[config.mk]
export PLATFORM = sky130hd
export DESIGN_NAME = rr_quantum_bus_scheduler
export DESIGN_NICKNAME = d
export VERILOG_FILES = /design/src/rtl/rr_quantum_bus_scheduler.sv
export SDC_FILE = /design/constraint.sdc
export NUM_CORES = 1
export LEC_CHECK = 0
export BUFFER_PORTS_ARGS = -buffer_cell sky130_fd_sc_hd__buf_2
export CAP_MARGIN = 20
export CELL_PAD_IN_SITES_DETAIL_PLACEMENT = 1
export CELL_PAD_IN_SITES_GLOBAL_PLACEMENT = 1
export CORE_UTILIZATION = 43
export CTS_CLUSTER_SIZE = 14
export DETAILED_ROUTE_END_ITERATION = 10
export HOLD_SLACK_MARGIN = 0.02
export PLACE_DENSITY_LB_ADDON = 0.1
export SYNTH_ARGS = -nofsm -noshare
export SYNTH_HDL_FRONTEND = slang
export SYNTH_SLANG_ARGS = --single-unit
[constraint.sdc]
create_clock -name clock -period 4.8 [get_ports clock]
set_input_delay 0.72 -clock clock [delete_from_list [all_inputs] [get_ports clock]]
set_output_delay 0.72 -clock clock [all_outputs]
set_load 0.02 [all_outputs]
[src/rtl/rr_quantum_bus_scheduler.sv]
// Round-robin bus scheduler with a quantum-limited time slice and one dead turnaround cycle.
// Optional `define RRQ_LOCK_EN adds a per-requester lock input that suppresses quantum preemption.
module rr_quantum_bus_scheduler #(
    parameter int unsigned NUM_REQ = 4,
    parameter int unsigned QUANTUM = 8,
    parameter int unsigned IDX_W   = 2
) (
    input  logic               clock,
    input  logic               reset,
    input  logic [NUM_REQ-1:0] req,
`ifdef RRQ_LOCK_EN
    input  logic [NUM_REQ-1:0] lock,
`endif
    output logic [NUM_REQ-1:0] grant,
    output logic [IDX_W-1:0]   grant_idx,
    output logic               bus_busy,
    output logic               preempt
);

    localparam int unsigned CNT_W = $clog2(QUANTUM + 1);

    localparam logic [1:0] ST_IDLE     = 2'd0;
    localparam logic [1:0] ST_GRANT    = 2'd1;
    localparam logic [1:0] ST_HANDOVER = 2'd2;

    logic [1:0]         state_q, state_d;
    logic [NUM_REQ-1:0] grant_q, grant_d;
    logic [IDX_W-1:0]   grant_idx_q, grant_idx_d;
    logic               bus_busy_q, bus_busy_d;
    logic               preempt_q, preempt_d;
    logic [CNT_W-1:0]   cnt_q, cnt_d;
    logic [IDX_W-1:0]   ptr_q, ptr_d;

    logic               any_req;
    logic               others_req;
    logic               owner_locked;
    logic [IDX_W-1:0]   sel_idx;
    logic               sel_found;
    int unsigned        cand;

`ifdef RRQ_LOCK_EN
    assign owner_locked = lock[grant_idx_q];
`else
    assign owner_locked = 1'b0;
`endif

    assign any_req    = |req;
    assign others_req = |(req & ~grant_q);

    // Scan ptr+1, ptr+2, ... so the last owner ends up with lowest priority.
    always_comb begin
        sel_idx   = '0;
        sel_found = 1'b0;
        cand      = 0;
        for (int unsigned i = 1; i <= NUM_REQ; i++) begin
            cand = (32'(ptr_q) + i) % NUM_REQ;
            if (!sel_found && req[IDX_W'(cand)]) begin
                sel_found = 1'b1;
                sel_idx   = IDX_W'(cand);
            end
        end
    end

    always_comb begin
        state_d     = state_q;
        grant_d     = grant_q;
        grant_idx_d = grant_idx_q;
        cnt_d       = cnt_q;
        ptr_d       = ptr_q;
        preempt_d   = 1'b0;
        case (state_q)
            ST_IDLE, ST_HANDOVER: begin
                grant_d = '0;
                if (any_req) begin
                    grant_d[sel_idx] = 1'b1;
                    grant_idx_d      = sel_idx;
                    cnt_d            = CNT_W'(1);
                    state_d          = ST_GRANT;
                end else begin
                    state_d = ST_IDLE;
                end
            end
            ST_GRANT: begin
                if (!req[grant_idx_q]) begin
                    grant_d = '0;
                    ptr_d   = grant_idx_q;
                    state_d = ST_HANDOVER;
                end else if (cnt_q == CNT_W'(QUANTUM) && others_req && !owner_locked) begin
                    grant_d   = '0;
                    preempt_d = 1'b1;
                    ptr_d     = grant_idx_q;
                    state_d   = ST_HANDOVER;
                end else if (cnt_q != CNT_W'(QUANTUM)) begin
                    cnt_d = cnt_q + CNT_W'(1);
                end
            end
            default: begin
                grant_d = '0;
                state_d = ST_IDLE;
            end
        endcase
        bus_busy_d = |grant_d;
    end

    always_ff @(posedge clock) begin
        if (reset) begin
            state_q     <= ST_IDLE;
            grant_q     <= '0;
            grant_idx_q <= '0;
            bus_busy_q  <= 1'b0;
            preempt_q   <= 1'b0;
            cnt_q       <= '0;
            ptr_q       <= IDX_W'(NUM_REQ - 1);
        end else begin
            state_q     <= state_d;
            grant_q     <= grant_d;
            grant_idx_q <= grant_idx_d;
            bus_busy_q  <= bus_busy_d;
            preempt_q   <= preempt_d;
            cnt_q       <= cnt_d;
            ptr_q       <= ptr_d;
        end
    end

    assign grant     = grant_q;
    assign grant_idx = grant_idx_q;
    assign bus_busy  = bus_busy_q;
    assign preempt   = preempt_q;

endmodule

==> After elaboration in Yosys (flattened, before gate mapping) <==
Cells that the tools add are included.
{ "op_classes": {"muxes": 35, "order_cmp": 7, "n_reduce_logical": 18, "eq_ne": 10, "bitwise": 4, "n_addsub": 5} }
{ "op_table": {"columns": ["operator", "count"], "rows": [
  ["$mux W4", 7],
  ["$lt A2 B3 Y1 const B", 6],
  ["$mux W2", 8],
  ["$pmux W4 S2", 2],
  ["$reduce_or A4 Y1", 3],
  ["$mux W1", 11],
  ["$bmux W1 S2", 5],
  ["$ne A2 B2 Y1 const B", 4],
  ["$logic_and A1 B1 Y1", 5],
  ["$reduce_and A5 Y1", 1],
  ["$add A2 B1 Y2 const B", 2],
  ["$add A2 B2 Y2 const B", 2],
  ["$add A4 B1 Y4 const B", 1],
  ["$and A4 B4 Y4", 1],
  ["$eq A4 B4 Y1 const B", 1],
  ["$ne A4 B4 Y1 const B", 1],
  ["$not A4 Y4", 1],
  ["$pmux W2 S2", 1],
  ["$reduce_and A2 Y1", 2],
  ["$logic_not A1 Y1", 3],
  ["$ne A3 B3 Y1 const B", 1],
  ["$reduce_or A3 Y1", 1],
  ["$demux W1 S2", 1],
  ["$eq A2 B1 Y1 const B", 1],
  ["other kinds (7)", 8]
]} }
{ "totals": {"out_inout_bits": 8, "register_bits": 16, "in_bits": 6} }

==> Longest topological paths before layout <==
{ "depth": {"depth_word": 20, "mapped_depth": 6, "mapped_depth_nobuf": 6} }

==> Least setup slack after synthesis <==
OpenSTA, ideal clock, no wires.
{ "synth_path": {"path_kind": "input port to flip-flop", "from": "input port req[3]", "to": "register cnt_q[1]", "t_required_ns": 4.733, "setup_slack_ns": 2.844, "t_arrival_ns": 1.889, "setup_ns": 0.067, "n_path_buf": 1, "stages": 5, "cell_sequence": "mux4_2 and2_4 buf_6 a211o_1 a21oi_2"} }
{ "synth_between": {"elab_chain_cells": 5} }
{ "synth_lines": {"columns": ["item", "line_no", "text"], "rows": [
  ["start, declared", "10", "input logic [NUM_REQ-1:0] req,"],
  ["$and A4 B4 Y4", "48", "assign others_req = |(req & ~grant_q);"],
  ["$reduce_or A4 Y1", "48", null],
  ["$logic_and A1 B1 Y1", "88", "end else if (cnt_q == CNT_W'(QUANTUM) && others_req && !owner_locked) begin"],
  ["$ne A2 B2 Y1 (no source line)", null, null],
  ["$reduce_and A5 Y1 (no source line) (*)", null, null],
  ["end signal, assigned", "120", "cnt_q <= cnt_d;"],
  ["end, declared", "31", "logic [CNT_W-1:0] cnt_q, cnt_d;"]
]} }
Every way passes the cells marked *; elsewhere a longest branch is shown, timed or not. The select of a mux whose other input is x is not followed.
A chain may end at the register's enable or synchronous reset.

==> Final worst setup path <==
{ "layout_path": {"from": "register cnt_q[0]", "to": "register ptr_q[0]"} }
{ "layout_between": {"elab_chain_cells": 4} }
{ "layout_lines": {"columns": ["item", "line_no", "text"], "rows": [
  ["$eq A4 B4 Y1", "88", null],
  ["$logic_and A1 B1 Y1", "88", null],
  ["$ne A2 B1 Y1 (no source line)", null, null],
  ["$reduce_and A2 Y1 (no source line)", null, null],
  ["end signal, assigned", "113", "ptr_q <= IDX_W'(NUM_REQ - 1);"],
  ["end signal, assigned", "121", "ptr_q <= ptr_d;"],
  ["end, declared", "32", "logic [IDX_W-1:0] ptr_q, ptr_d;"]
]} }
Every way passes these cells.

==> flow_metrics.py <==
metrics = {
    "clocking": {
        "post-cts-setup-buffer-count": 0,
        "cts_hold_buf": 0,
        "clkTransAtPathRegs_ns": 0.09,
        "cts_tree": "yes",
        "cts_made_buffers": 3,
        "root_buffer": "clkbuf_4",
        "ctsResizeCount": 0,
        "htreeDepth": 1,
        "clk_latency_ns": 0.29,
        "clkSinkCount": 16,
        "clockBufferDepth": 2,
    },
    "logic_synthesis": {
        "synthMuxAreaShare": 0.0613,
        "yosysSeqAreaShare": 0.374,
        "synth.distinct_cells": 37,
        "synthAdderAreaFrac": 0.0292,
        "syn_area_sq_um": 857,
        "synth_xor_area_frac": 0.0204,
        "synth_fp_nets": 105,
        "synthFlopType": "dfxtp_1",
        "synth.avg_cell_area_sq_um": 8.84,
        "postSynthCellCount": 97,
        "synth-async-reset-ratio": 0,
        "synth_compound_area_frac": 0.222,
        "synth_top_family_by_area": "simple AND/OR/NAND/NOR gates",
        "yosys_warnings": 0,
        "synth-simple-area-share": 0.244,
        "ys_ff_latch": 16,
        "synth_edf_count": 0,
    },
    "global_route": {
        "grt_pass1_vias": 773,
        "overflow": 0,
        "grt_usage": 0.228,
        "grt_start_max_net_pins": 18,
        "antenna_found_initial": 0,
        "grt_pass1_wl_mm": 3.40,
    },
    "power": {
        "ir_worst_vdd_v": 0.000160,
        "power_leakage_uw": 0.000398,
        "pwr_density_cell_nw_per_um2": 328,
    },
    "sta": {
        "post-route-min-period_ns": 1.82,
        "fin_tns_setup_ns": 0,
        "final_hold_viol_count": 0,
        "fin_skew_ns": 0.00245,
        "clock.fmax_mhz": 550,
        "max_slew_margin": 0.557,
        "worst_slew_pin_slew_ns": 0.665,
        "rsz0062_at_grt": "no",
        "slew_violations": 0,
        "fin_crit_sh": 0.379,
        "setup_viol": 0,
        "timing.hold.ws_ns": 0.517,
    },
    "floorplanning": {
        "die_x_um": 46.6,
        "rows": 15,
        "dieArea_sq_um": 2180,
        "io_pins": 14,
        "start_util": 0.476,
        "core-area_sq_um": 1800,
        "die_h_um": 46.6,
    },
    "cells_and_area": {
        "final_common_cell": "dfxtp_1",
        "antenna_cells": 0,
        "syn_to_final_growth_pct": 12.7,
        "stdcell_area_sq_um": 966,
        "drive_gt1_frac": 0.191,
        "mostFrequentLayoutCells": "16 x dfxtp_1, 13 x buf_2, 8 x nor2_1",
        "nFillCells": 236,
        "final_net_count": 119,
        "fin_util": 0.536,
    },
    "status": {
        "status": "finished clean",
    },
    "setup_path": {
        "crit_arrival_ns": 2.04,
        "crit_path_end_kind": "register",
        "rr_startpoint": "cnt_q[0]$_SDFFE_PP0P_",
        "path_max_fanout": 8,
        "criticalPathCategory": "register to register",
        "r2r_slack_ns": 2.98,
        "r2r-end": "ptr_q[0]$_SDFFE_PP1P_",
        "cp.required_ns": 5.03,
        "crit_path_start_kind": "register",
        "r2r_cells": 6,
    },
    "placement": {
        "dpl_cell_area_sq_um": 930,
        "gp_congestion": 0.808,
        "io_buffers": 13,
        "post-dp-hpwl_mm": 1.57,
    },
    "min_path": {
        "min_from": "grant[0]$_SDFF_PP0_",
        "whs_endpoint": "grant[0]$_SDFF_PP0_",
        "holdPathStages": 2,
        "hold_class": "register to register",
    },
    "routing": {
        "route.detailed.drc": 0,
        "drtIter0Drc": 15,
        "wirelength_mm": 2.11,
        "vias_per_cell": 5.97,
        "wl_per_cell_um": 15.6,
        "drtAntennaViolNets": 0,
        "via_count": 806,
        "dr.pass1.iters": 4,
    },
    "run": {
        "drv_cap": 0,
    },
}
flip-flops by register name, indices dropped and copies added, names as in the netlist:
signal	flops
preempt	1
grant	4
cnt_q	4
state_q	2
grant_idx	2
bus_busy	1
ptr_q	2
critical path, cell delays in order (launching register included):
cell and delay (ns):
dfxtp_1 0.35, inv_1 0.07, ha_1 0.14, nand3b_1 0.20, a41o_1 0.38, a21boi_1 0.39
mux2i_1 0.22
per-stage QoR:
| stage | total power [uW] | std cells | setup slack, ns |
|---|---|---|---|
| 2_1_floorplan | 211 | 97 | 2.84 |
| 5_1_grt | 334 | 135 | 2.82 |
| 6_report | 317 | 135 | 2.98 |
| 3_3_place_gp | 228 | 131 | 2.75 |
| 4_1_cts | 322 | 135 | 2.98 |
| 3_5_place_dp | 231 | 131 | 2.71 |
per-layer routing:
metal	share of wire	GRT usage
met3	0.039	0.0588
met4	0.012	0.0857
met5	0	0
met2	0.50	0.389
met1	0.45	0.271
cells by family after synthesis:
family                     count (synthesis)
and+or+nand+nor                           38
AOI/OAI and AO/OA                         26
DFF                                       16
buffers and inverters                      9
muxes                                      4
xor gates and xnor gates                   2
adders and majority gates                  2
cells in the mapped netlist (all sizes together) (2+ instances only):
library cell,count,area share
nand4,3,0.022
mux2i,3,0.035
xor2,2,0.020
dfxtp,16,0.37
nor2,8,0.035
buf,3,0.023
nand3b,2,0.018
a21boi,4,0.035
inv,5,0.022
a21o,2,0.018
nand2,2,0.0088
nand2b,6,0.044
or4,2,0.018
nand3,5,0.029
nor3,5,0.029
a21oi,7,0.045
and2,3,0.025
ha,2,0.029
o211ai,3,0.026
cell type report:
cell class | instances | area [sq um] | area share
well taps | 25 | 31.3 | 0.0324
inverters | 5 | 18.8 | 0.0194
multi-input cells | 72 | 494 | 0.512
clock buffers | 4 | 36.3 | 0.0376
flip-flops and latches | 16 | 320 | 0.332
repair buffers | 13 | 65.1 | 0.0674
worst max path at each step:
stage                                startpoint               endpoint  depth (start not counted)  slack [ns]
final                     cnt_q[0]$_SDFFE_PP0P_  ptr_q[0]$_SDFFE_PP1P_                          6        2.98
after global placement                   req[3]  cnt_q[1]$_SDFFE_PP0P_                          5        2.75
after global routing      cnt_q[0]$_SDFFE_PP0P_  ptr_q[0]$_SDFFE_PP1P_                          6        2.82
after CTS                 cnt_q[0]$_SDFFE_PP0P_  ptr_q[0]$_SDFFE_PP1P_                          6        2.98
after detailed placement                 req[3]  cnt_q[1]$_SDFFE_PP0P_                          5        2.71
after floorplan                          req[3]  cnt_q[1]$_SDFFE_PP0P_                          5        2.84
power by group:
part	internal, uW	total [uW]	switching (uW)
sequential	144	156	12.1
clock	46.3	88.4	42.1
combinational	30.0	72.5	42.6
(Power assumes the default switching activity.)
